--- src/rtl/latch_sync_debounce.sv ---
// latch_sync_debounce: brings the asynchronous latch Q into the clock domain,
// debounces it, emits one-cycle rise/fall pulses and counts accepted transitions.
module latch_sync_debounce #(
  parameter int SYNC_STAGES     = 2,
  parameter int DEBOUNCE_CYCLES = 4,
  parameter int CNT_WIDTH       = 8
) (
  input  logic                 clk,
  input  logic                 rst_n,
  input  logic                 q_in,
  input  logic                 clr,
  output logic                 q_stable,
  output logic                 rise,
  output logic                 fall,
  output logic [CNT_WIDTH-1:0] edge_cnt,
  output logic                 cnt_ovf
);

  localparam int DEB_W = $clog2(DEBOUNCE_CYCLES + 1);
  localparam logic [DEB_W-1:0] DEB_ONE  = DEB_W'(1);
  localparam logic [DEB_W-1:0] DEB_LAST = DEB_W'(DEBOUNCE_CYCLES - 1);
  localparam logic [CNT_WIDTH-1:0] CNT_ONE = CNT_WIDTH'(1);

  typedef enum logic [1:0] {
    STABLE_LO = 2'd0,
    WAIT_HI   = 2'd1,
    STABLE_HI = 2'd2,
    WAIT_LO   = 2'd3
  } state_t;

  logic [SYNC_STAGES-1:0] sync_q, sync_d;
  state_t                 state_q, state_d;
  logic [DEB_W-1:0]       deb_cnt_q, deb_cnt_d;
  logic                   q_stable_q, q_stable_d;
  logic                   rise_q, rise_d;
  logic                   fall_q, fall_d;
  logic [CNT_WIDTH-1:0]   edge_cnt_q, edge_cnt_d;
  logic                   cnt_ovf_q, cnt_ovf_d;
  logic                   s;

  assign s = sync_q[SYNC_STAGES-1];

  // Next-state logic: synchronizer shift, debounce FSM, pulses and transition counter
  always_comb begin
    sync_d     = {sync_q[SYNC_STAGES-2:0], q_in};
    state_d    = state_q;
    deb_cnt_d  = deb_cnt_q;
    q_stable_d = q_stable_q;
    rise_d     = 1'b0;
    fall_d     = 1'b0;
    edge_cnt_d = edge_cnt_q;
    cnt_ovf_d  = cnt_ovf_q;

    case (state_q)
      STABLE_LO: begin
        if (s) begin
          state_d   = WAIT_HI;
          deb_cnt_d = DEB_ONE;
        end
      end
      WAIT_HI: begin
        if (!s) begin
          state_d   = STABLE_LO;
          deb_cnt_d = '0;
        end else if (deb_cnt_q == DEB_LAST) begin
          state_d    = STABLE_HI;
          deb_cnt_d  = '0;
          q_stable_d = 1'b1;
          rise_d     = 1'b1;
        end else begin
          deb_cnt_d = deb_cnt_q + DEB_ONE;
        end
      end
      STABLE_HI: begin
        if (!s) begin
          state_d   = WAIT_LO;
          deb_cnt_d = DEB_ONE;
        end
      end
      WAIT_LO: begin
        if (s) begin
          state_d   = STABLE_HI;
          deb_cnt_d = '0;
        end else if (deb_cnt_q == DEB_LAST) begin
          state_d    = STABLE_LO;
          deb_cnt_d  = '0;
          q_stable_d = 1'b0;
          fall_d     = 1'b1;
        end else begin
          deb_cnt_d = deb_cnt_q + DEB_ONE;
        end
      end
      default: begin
        state_d   = STABLE_LO;
        deb_cnt_d = '0;
      end
    endcase

    // clr takes priority over a same-edge accepted transition; the pulse still fires
    if (clr) begin
      edge_cnt_d = '0;
      cnt_ovf_d  = 1'b0;
    end else if (rise_d || fall_d) begin
      edge_cnt_d = edge_cnt_q + CNT_ONE;
      if (&edge_cnt_q) begin
        cnt_ovf_d = 1'b1;
      end
    end
  end

  // State registers with asynchronous active-low reset
  always_ff @(posedge clk or negedge rst_n) begin
    if (!rst_n) begin
      sync_q     <= '0;
      state_q    <= STABLE_LO;
      deb_cnt_q  <= '0;
      q_stable_q <= 1'b0;
      rise_q     <= 1'b0;
      fall_q     <= 1'b0;
      edge_cnt_q <= '0;
      cnt_ovf_q  <= 1'b0;
    end else begin
      sync_q     <= sync_d;
      state_q    <= state_d;
      deb_cnt_q  <= deb_cnt_d;
      q_stable_q <= q_stable_d;
      rise_q     <= rise_d;
      fall_q     <= fall_d;
      edge_cnt_q <= edge_cnt_d;
      cnt_ovf_q  <= cnt_ovf_d;
    end
  end

  assign q_stable = q_stable_q;
  assign rise     = rise_q;
  assign fall     = fall_q;
  assign edge_cnt = edge_cnt_q;
  assign cnt_ovf  = cnt_ovf_q;

endmodule

--- config.mk ---
export PLATFORM = sky130hd
export DESIGN_NAME = latch_sync_debounce
export DESIGN_NICKNAME = d
export VERILOG_FILES = /design/src/rtl/latch_sync_debounce.sv
export SDC_FILE = /design/constraint.sdc
export NUM_CORES = 1
export LEC_CHECK = 0
export BUFFER_PORTS_ARGS = -buffer_cell sky130_fd_sc_hd__buf_2
export CAP_MARGIN = 25
export CORE_MARGIN = 2
export CORE_UTILIZATION = 50
export CTS_BUF_LIST = sky130_fd_sc_hd__clkbuf_4
export CTS_CLUSTER_SIZE = 28
export DETAILED_ROUTE_END_ITERATION = 16
export GPL_ROUTABILITY_DRIVEN = 1
export PLACE_DENSITY = 0.78
export SLEW_MARGIN = 5
export SYNTH_ARGS = -nofsm -noshare
export SYNTH_HDL_FRONTEND = slang
export SYNTH_SLANG_ARGS = --single-unit
--- constraint.sdc ---
create_clock -name clk -period 1.6 [get_ports clk]
set_clock_uncertainty 0.1 [all_clocks]
set_input_delay 0.16 -clock clk [delete_from_list [all_inputs] [get_ports clk]]
set_output_delay 0.16 -clock clk [all_outputs]
set_load 0.02 [all_outputs]
; ---- Yosys cells after proc, flatten, opt, wreduce, memory -nomap -nowiden
; Cells that the tools add are included.
[word_totals]
reg_bits = 19
input_bits = 4
output_inout_bits = 12
word_cells = 60
[classes]
add_sub_neg = 2
eq_ne = 12
muxes = 28
n_reduce_logical = 10
[op_table]
columns = operator, count
row1 = 8-bit two-way mux, 2
row2 = 3-bit two-way mux, 5
row3 = 1-bit two-way mux, 12
row4 = 2-bit two-way mux, 6
row5 = "2-bit inequality test, second input constant", 6
row6 = 3-bit one-hot mux with 4 select lines, 1
row7 = "8-bit by 1-bit adder with 8-bit output, second input constant", 1
row8 = 2-bit one-hot mux with 4 select lines, 1
row9 = 8-bit AND reduction, 1
row10 = "3-bit inequality test, second input constant", 2
row11 = 2-bit nonzero test, 3
row12 = 5-bit AND reduction, 1
row13 = "2-bit == test, second input constant", 2
row14 = 2-bit AND reduction, 2
row15 = 4-bit AND reduction, 1
row16 = "3-bit by 1-bit adder with 3-bit output, second input constant", 1
row17 = "3-bit by 2-bit == test with 1-bit output, second input constant", 1
row18 = "2-bit by 1-bit == test with 1-bit output, second input constant", 1
row19 = 2-bit zero test, 1
row20 = 1-bit one-hot mux with 2 select lines, 1
row21 = 1-bit logical OR, 1

; ---- Depth between registers and ports, before layout
; Gate-level depths: netlist (run 1).
[depth]
ltp_word = 7
depth_mapped = 5
mapped_depth_nobuf = 4

; ---- Worst setup path after synthesis (run 1)
; OpenSTA, ideal clock, no wires.
[synth_path]
path_type = register to register
from = reg edge_cnt_q[0] (netlist: edge_cnt[0])
to = reg cnt_ovf_q (netlist: cnt_ovf)
setup_ps = 78
arrival_ps = 1521
required_time_ps = 1422
slack_ps = -99
path_stages_with_launch = 5
path_buffers = 0
synth_period_minus_slack_ps = 1699
path_cell_list = dfrtp_1 ha_1 nand4b_1 or4_1 a21oi_1
[synth_between]
elab_chain_cells = 3
[synth_rtl]
columns = element, line_no
row1 = "start, declared", 37  ; logic [CNT_WIDTH-1:0] edge_cnt_q, edge_cnt_d;
row2 = "start signal, assigned", 129  ; edge_cnt_q <= edge_cnt_d;
row3 = 8-bit AND reduction, 105  ; if (&edge_cnt_q) begin
row4 = 2-bit nonzero test (no source line), --
row5 = 2-bit AND reduction (no source line), --
row6 = "end signal, assigned", 130  ; cnt_ovf_q <= cnt_ovf_d;
row7 = "end, declared", 38  ; logic cnt_ovf_q, cnt_ovf_d;
; No other way between the ends.
; A chain may end at the register's enable or synchronous reset.

; ---- Worst setup path after layout (run 1)
[layout_path]
from = reg deb_cnt_q[0]
to = reg edge_cnt_q[7] (netlist: edge_cnt[7])
[layout_between]
elab_chain_cells = 6
elab_cells_between_ends = 8
classes_between = 1 x eq/ne / 5 x mux / 2 x reduce/logical
[layout_rtl]
columns = element, line_no
row1 = "start, declared", 33  ; logic [DEB_W-1:0] deb_cnt_q, deb_cnt_d;
row2 = "start signal, assigned", 125  ; deb_cnt_q <= deb_cnt_d;
row3 = 3-bit by 2-bit == test with 1-bit output *, "65, 84"
row4 = 1-bit two-way mux *, "65, 84"
row5 = 1-bit two-way mux (on tied branches), "62, 81"
row6 = 1-bit two-way mux, 54  ; case (state_q)
row7 = 1-bit logical OR *, 103  ; end else if (rise_d || fall_d) begin
row8 = 2-bit nonzero test (no source line) *, --
; Every way passes the cells marked *; elsewhere a longest branch is shown, timed or not.

==> results.cfg, run 1 <==
[outcome]
status = complete, but fails checks
failed_checks = negative setup slack

[clock_network]
cts_made_buffers = 3
htree_levels = 1
cts_buffer_depth = 2
root_buffer = clkbuf_4
clkSinkCount = 19
cts_tree = built
cts.clk_slew.worst_paths_ns = 0.11
insertion_delay_ns = 0.31

[routing]
wire_per_inst_um = 14.89
drt-initial-drc-count = 12
routed_wl_mm = 2.055
num_vias = 780
drc = 0
dr.pass1.iters = 4
ant_nets = 0
avgViaCountPerCell = 5.652

[power_and_ir_drop]
power_frac_comb_pct = 38.0
seqPwrFrac_pct = 43.6
p_sw_mw = 0.4562
netSwitchingFraction_pct = 33.56
leakage_nw = 0.5633
worst_ir_drop_vdd_v = 0.0007253
p_per_area_nw_per_um2 = 1107
p_total_mw = 1.359
p_clk_share_pct = 18.4
intPower_mw = 0.9030

[global_route]
grtUsageMet1_pct = 23.41
grt_use_met2_pct = 38.31
grt.met3_usage_pct = 4.762
grt_pass1_wl_mm = 3.029
grt_max_degree = 20
grt_use_total_pct = 21.07
top_usage_layer = met2
grt_pass1_vias = 688
globalRouteOverflowTotal = 0
antenna_found_initial = 0

[die]
chipHeight_um = 45.74
die_w_um = 45.74
core_area_sq_um = 1689
start_util_pct = 51.56
rows = 15
die_area_sq_um = 2092
boundaryPins = 16

[yosys]
netlist_instances = 83
ys_seq_elements = 19
ys.flop_type = dfrtp_1
synth_edf_count = 0
ys_seq_area_share_pct = 54.60
synth_cell_types = 27
synthesis.area_sq_um = 870.8
async_flop_share_pct = 100.0
syn_avg_cell_area_sq_um = 10.49
syn-num-nets = 89
ys.warnings.count = 0

[final_layout]
area_growth_pct = 40.95
seqCellArea_sq_um = 480.5
num_antenna_cells = 0
drive_gt1_share_pct = 43.80
fillers = 116
multi_input_area_sq_um = 445.4
nets = 128

[placed_design]
io_buffers = 15
place_congestion = 0.8371
place_hpwl_mm = 1.362

[worst_hold_path]
min_path_cells = 2
min_from = clr
hold_path_end = edge_cnt[3]$_DFFE_PN0P_
hp-class = in2reg

[timing]
min_period_over_period_pct = 100.7
fin_hold_ws_ns = 0.04672
relSlewSlack_pct = 72.24
setup_viol = 3
rsz0062_at_grt = true
tns_ns = -0.02128
period_minus_slack_ns = 1.612
fin_ws_ns = -0.01157
finalMaxSlewViolations = 0
hold_viol_final = 0
worstMarginPinSlew_ns = 0.4163
timing.fmax_mhz = 620.5

[worst_setup_path]
cp.arrival_ns = 1.71
cp_max_fo = 5
reg2reg_from = deb_cnt_q[0]$_DFFE_PN0P_
cp_top_family = simple AND/OR/NAND/NOR gates
cp-start-kind = flop
cp_data_required_time_ns = 1.70
critPathSlowestCell = dfrtp_1
worstReg2RegEnd = edge_cnt[7]$_DFFE_PN0P_
crit_buf_inv = 0
crit_type = reg2reg
r2r_cells = 4
reg2reg_slack_ns = -0.01
cpPeakStageDelay_ns = 0.41
endpoint_kind = flop
cp_cell_sequence = ha_4 -> nand3b_1 -> nor4_1 -> mux2_2

[run]
drv_cap = 0
per-layer routing:
| layer | vias up | share of wire (%) |
|---|---|---|
| met5 | - | 0 |
| met4 | 0 | 1.3 |
| met3 | 5 | 4.3 |
| met2 | 25 | 51 |
| met1 | 365 | 43 |
| li1 | 385 | - |
cells in the mapped netlist (all sizes together) (2+ instances only):
library cell	instances	area share (%)
o31ai	3	2.6
ha	2	2.9
mux2	2	2.6
or4	4	3.4
a21oi	7	4.0
clkbuf	2	1.0
nand2	7	3.0
o21ai	4	2.3
nor2	5	2.2
nor3b	2	1.7
nand4	2	1.4
nor2b	3	2.2
nor4	2	1.4
o21a	2	1.7
nand3	5	2.9
dfrtp	19	55
or3	2	1.4
nand3b	2	1.7
worst max-delay path by stage:
stage / start / slack [ns] / cells after the start / end
5_1_grt: deb_cnt_q[0]$_DFFE_PN0P_ / -0.07 / 5 / edge_cnt[0]$_DFFE_PN0P_
6_report: deb_cnt_q[0]$_DFFE_PN0P_ / -0.01 / 4 / edge_cnt[7]$_DFFE_PN0P_
2_1_floorplan: edge_cnt[0]$_DFFE_PN0P_ / -0.01 / 4 / cnt_ovf$_DFFE_PN0P_
3_5_place_dp: deb_cnt_q[0]$_DFFE_PN0P_ / -0.03 / 4 / edge_cnt[6]$_DFFE_PN0P_
4_1_cts: deb_cnt_q[1]$_DFFE_PN0P_ / -0.009 / 4 / edge_cnt[5]$_DFFE_PN0P_
3_3_place_gp: flop / 0.001 / 4 / edge_cnt[4]$_DFFE_PN0P_
registers in the layout (all words and copies together), names as in the netlist, named ones only:
name / cells
cnt_ovf: 1
deb_cnt_q: 3
edge_cnt: 8
fall: 1
q_stable: 1
rise: 1
state_q: 1
sync_q: 2
metrics by stage:
| stage | std cells | utilization (%) | cell area, sq um | setup slack, ns |
|---|---|---|---|---|
| 2_1_floorplan | 83 | - | 875.8 | -0.01148 |
| 3_3_place_gp | 127 | 63.41 | 1071 | 0.001362 |
| 3_5_place_dp | 127 | 63.41 | 1071 | -0.02824 |
| 4_1_cts | 136 | 68.81 | 1162 | -0.008909 |
| 5_1_grt | 138 | 72.67 | 1227 | -0.06890 |
| 6_report | 138 | 72.67 | 1227 | -0.01157 |
area by class of cell:
class                           instances  area share, %
Timing Repair Buffer                   37          20.29
Tap cell                               17          1.733
Inverter                                1         0.3058
Clock inverter                          1         0.4077
Sequential cell                        19          39.14
Clock buffer                            3          1.835
Multi-Input combinational cell         60          36.29
cells by family after synthesis:
family	count (synthesis)	share of synthesized area, %
AO/OA/AOI/OAI	18	12.50
XOR/XNOR	2	2.012
adder cells (fa/ha/maj)	2	2.873
buffers and inverters	4	2.010
flip-flops	19	54.60
multiplexers	2	2.586
AND/OR/NAND/NOR	36	23.42
power by group through the flow:
stage          Combinational (mW)  Sequential (mW)  Clock [mW]
6_report                    0.516            0.593       0.250
3_3_place_gp                0.378            0.576           0
4_1_cts                     0.444            0.572       0.258
5_1_grt                     0.567            0.598       0.278
2_1_floorplan               0.206            0.592           0
3_5_place_dp                0.390            0.578           0
cells in the final DEF, fill, tap and decap left out, drive strengths merged:
| master | count |
|---|---|
| dlygate4sd3 | 2 |
| xnor2 | 1 |
| o31ai | 3 |
| and3b | 1 |
| o21bai | 1 |
| buf | 35 |
| a22o | 1 |
| nor2 | 5 |
| clkinv | 1 |
| ha | 2 |
| nand3b | 2 |
| nor3b | 2 |
| dfrtp | 19 |
| clkbuf | 3 |
| o21ai | 4 |
| mux2 | 2 |
| o21a | 2 |
| or3 | 2 |
| nor2b | 3 |
| nand4b | 1 |
| inv | 1 |
| nor4 | 2 |
| a21oi | 7 |
| xor2 | 1 |
| nand4 | 2 |
| or4 | 4 |
| nand3 | 5 |
| nand2 | 7 |
repair_timing:
| action | 4_1_cts | 5_1_grt |
|---|---|---|
| hold buffers | 2 | 0 |
| buffers inserted | 3 | 3 |
| setup endpoints to repair | 5 | 7 |
| hold endpoints to repair | 20 | 0 |
| gates resized for setup | 4 | 9 |
| pin swaps | 5 | 9 |
Power figures use the tool's default switching activity.
==> run 2: changes to the inputs <==
==> constraint.sdc (replaced) <==
create_clock -name clk -period 1.6 [get_ports clk]
set_clock_uncertainty 0.1 [all_clocks]
set_input_delay 0.16 -clock clk [delete_from_list [all_inputs] [get_ports clk]]
set_output_delay 0.16 -clock clk [all_outputs]
set_load 0.005 [all_outputs]
==> run 2 against run 1 <==
  * Critical path type unchanged
  * Worst hold slack gained 0.035 ns
  * Largest power group unchanged
  * Global-route usage shrank 0.89 points
  * Total power is 6.9% lower
  * The run still ends with negative setup slack left
  * Core utilization down 2.4 points
  * Via count decreased by 0.38%
  * Final cell count fell by 1.4%
  * Sequential power shrank 3%
  * Flip-flop and latch count did not move
  * Count of clock-buffer cells in the layout unchanged
==> results.cfg, run 2 (synthesis gave the netlist of run 1 again) <==
[power_and_ir_drop]
worst_ir_drop_vdd_v = 0.0008141
leakage_nw = 0.5558
p_per_area_nw_per_um2 = 1067

[worst_setup_path]
r2r_cells = 4
endpoint = edge_cnt[5]$_DFFE_PN0P_
cp-start-kind = flop
cpPeakStageDelay_ns = 0.37
cp.arrival_ns = 1.71
cp_max_fo = 5
reg2reg_slack_ns = -0.02
endpoint_kind = flop
path_depth = 4
crit_buf_inv = 0
crit_start = deb_cnt_q[1]$_DFFE_PN0P_
critPathSlowestCell = dfrtp_1
reg2reg_from = deb_cnt_q[1]$_DFFE_PN0P_
cp_cell_sequence = ha_2 -> nand3b_1 -> nor4_1 -> mux2_2
worstReg2RegEnd = edge_cnt[5]$_DFFE_PN0P_
cp_top_family = simple AND/OR/NAND/NOR gates
cp_data_required_time_ns = 1.69
crit_type = reg2reg

[routing]
ant_nets = 0
drc = 0
num_vias = 777
wire_per_inst_um = 13.78
dr.pass1.iters = 4
avgViaCountPerCell = 5.713
drt-initial-drc-count = 10
routed_wl_mm = 1.874

[timing]
setup_viol = 1
fin_hold_ws_ns = 0.08144
min_period_over_period_pct = 101.3
rsz0062_at_grt = true
timing.fmax_mhz = 616.9
relSlewSlack_pct = 71.59
finalMaxSlewViolations = 0
fin_ws_ns = -0.02096
worstMarginPinSlew_ns = 0.4262
hold_viol_final = 0
period_minus_slack_ns = 1.621

[outcome]
status = complete, but fails checks
failed_checks = negative setup slack

[final_layout]
area_growth_pct = 36.21
num_antenna_cells = 0
largest_reg_flops = 8
final_cell_mix = dfrtp_1, buf_4, buf_2
stdcell_count = 136
nets = 126
layout_commonest_cell = dfrtp_1
drive_gt1_share_pct = 42.02

[placed_design]
place_congestion = 0.8101
io_buffers = 15
place_hpwl_mm = 1.238
dp.cells = 127

[die]
rows = 15
start_util_pct = 51.56
die_w_um = 45.74
boundaryPins = 16
die_area_sq_um = 2092
core_area_sq_um = 1689
chipHeight_um = 45.74

[global_route]
grt.met3_usage_pct = 4.365
grt_pass1_wl_mm = 3.001
grt_pass1_vias = 700
antenna_found_initial = 0
grtUsageMet1_pct = 25.94
grt_use_total_pct = 20.18
grt_use_met2_pct = 33.24
top_usage_layer = met2
globalRouteOverflowTotal = 0
grt_max_degree = 20

[clock_network]
root_buffer = clkbuf_4
htree_levels = 1
cts_made_buffers = 3
cts_buffer_depth = 2
clkSinkCount = 19
insertion_delay_ns = 0.29
cts_tree = built
cts.clk_slew.worst_paths_ns = 0.11

[run]
drv_cap = 0

[worst_hold_path]
hp-class = in2reg
## run 2: through the flow
stage | power, mW | setup slack [ns] | util, % | area [sq um] | TNS (ns)
floorplan | 0.7861 | -0.01069 | - | 870.8 | -0.01069
global placement | 0.9460 | -0.003843 | 63.11 | 1066 | -0.004857
detailed placement | 0.9609 | -0.05983 | 63.11 | 1066 | -0.1118
CTS | 1.241 | 0.001884 | 67.85 | 1146 | 0
global route | 1.349 | -0.1164 | 70.22 | 1186 | -0.6633
finish | 1.266 | -0.02096 | 70.22 | 1186 | -0.02096
## run 2: area by class of cell
| type | count | area (sq um) |
|---|---|---|
| Inverter | 1 | 3.754 |
| Tap cell | 17 | 21.27 |
| Sequential cell | 19 | 475.5 |
| Timing Repair Buffer | 35 | 234.0 |
| Fill cell | 135 | 503.0 |
| Clock buffer | 3 | 22.52 |
| Multi-Input combinational cell | 60 | 424.2 |
| Clock inverter | 1 | 5.005 |
## run 2: worst min-delay path by stage
stage / startpoint / endpoint / slack, ns / depth (start not counted)
after detailed placement: rst_n / edge_cnt[6]$_DFFE_PN0P_ / 0.02 / 1
after CTS: clr / edge_cnt[3]$_DFFE_PN0P_ / 0.05 / 2
after global placement: rst_n / cnt_ovf$_DFFE_PN0P_ / 0.02 / 1
final: clr / edge_cnt[6]$_DFFE_PN0P_ / 0.08 / 2
after global routing: clr / edge_cnt[6]$_DFFE_PN0P_ / 0.07 / 2
after floorplan: rst_n / async pin / -0.24 / 0
## run 2: power breakdown
part | internal (mW) | total, mW | leakage [nW] | switching (mW)
clock network | 0.0929 | 0.238 | 0.0177 | 0.146
logic | 0.228 | 0.452 | 0.289 | 0.223
registers | 0.535 | 0.576 | 0.249 | 0.0402
## run 2: repair_timing
action / CTS / global route
hold buffers: 2 / 0
buffers inserted: 2 / 1
endpoints found under the hold margin: 20 / 0
pin swaps: 4 / 6
resized for setup: 4 / 9
endpoints found under the setup margin: 5 / 9
## run 2: layer usage
layer  wire length [um]  share of wire (%)
met2                940                 50
met5                  0                  0
met4                 12               0.64
met1                835                 45
met3                 86                4.6
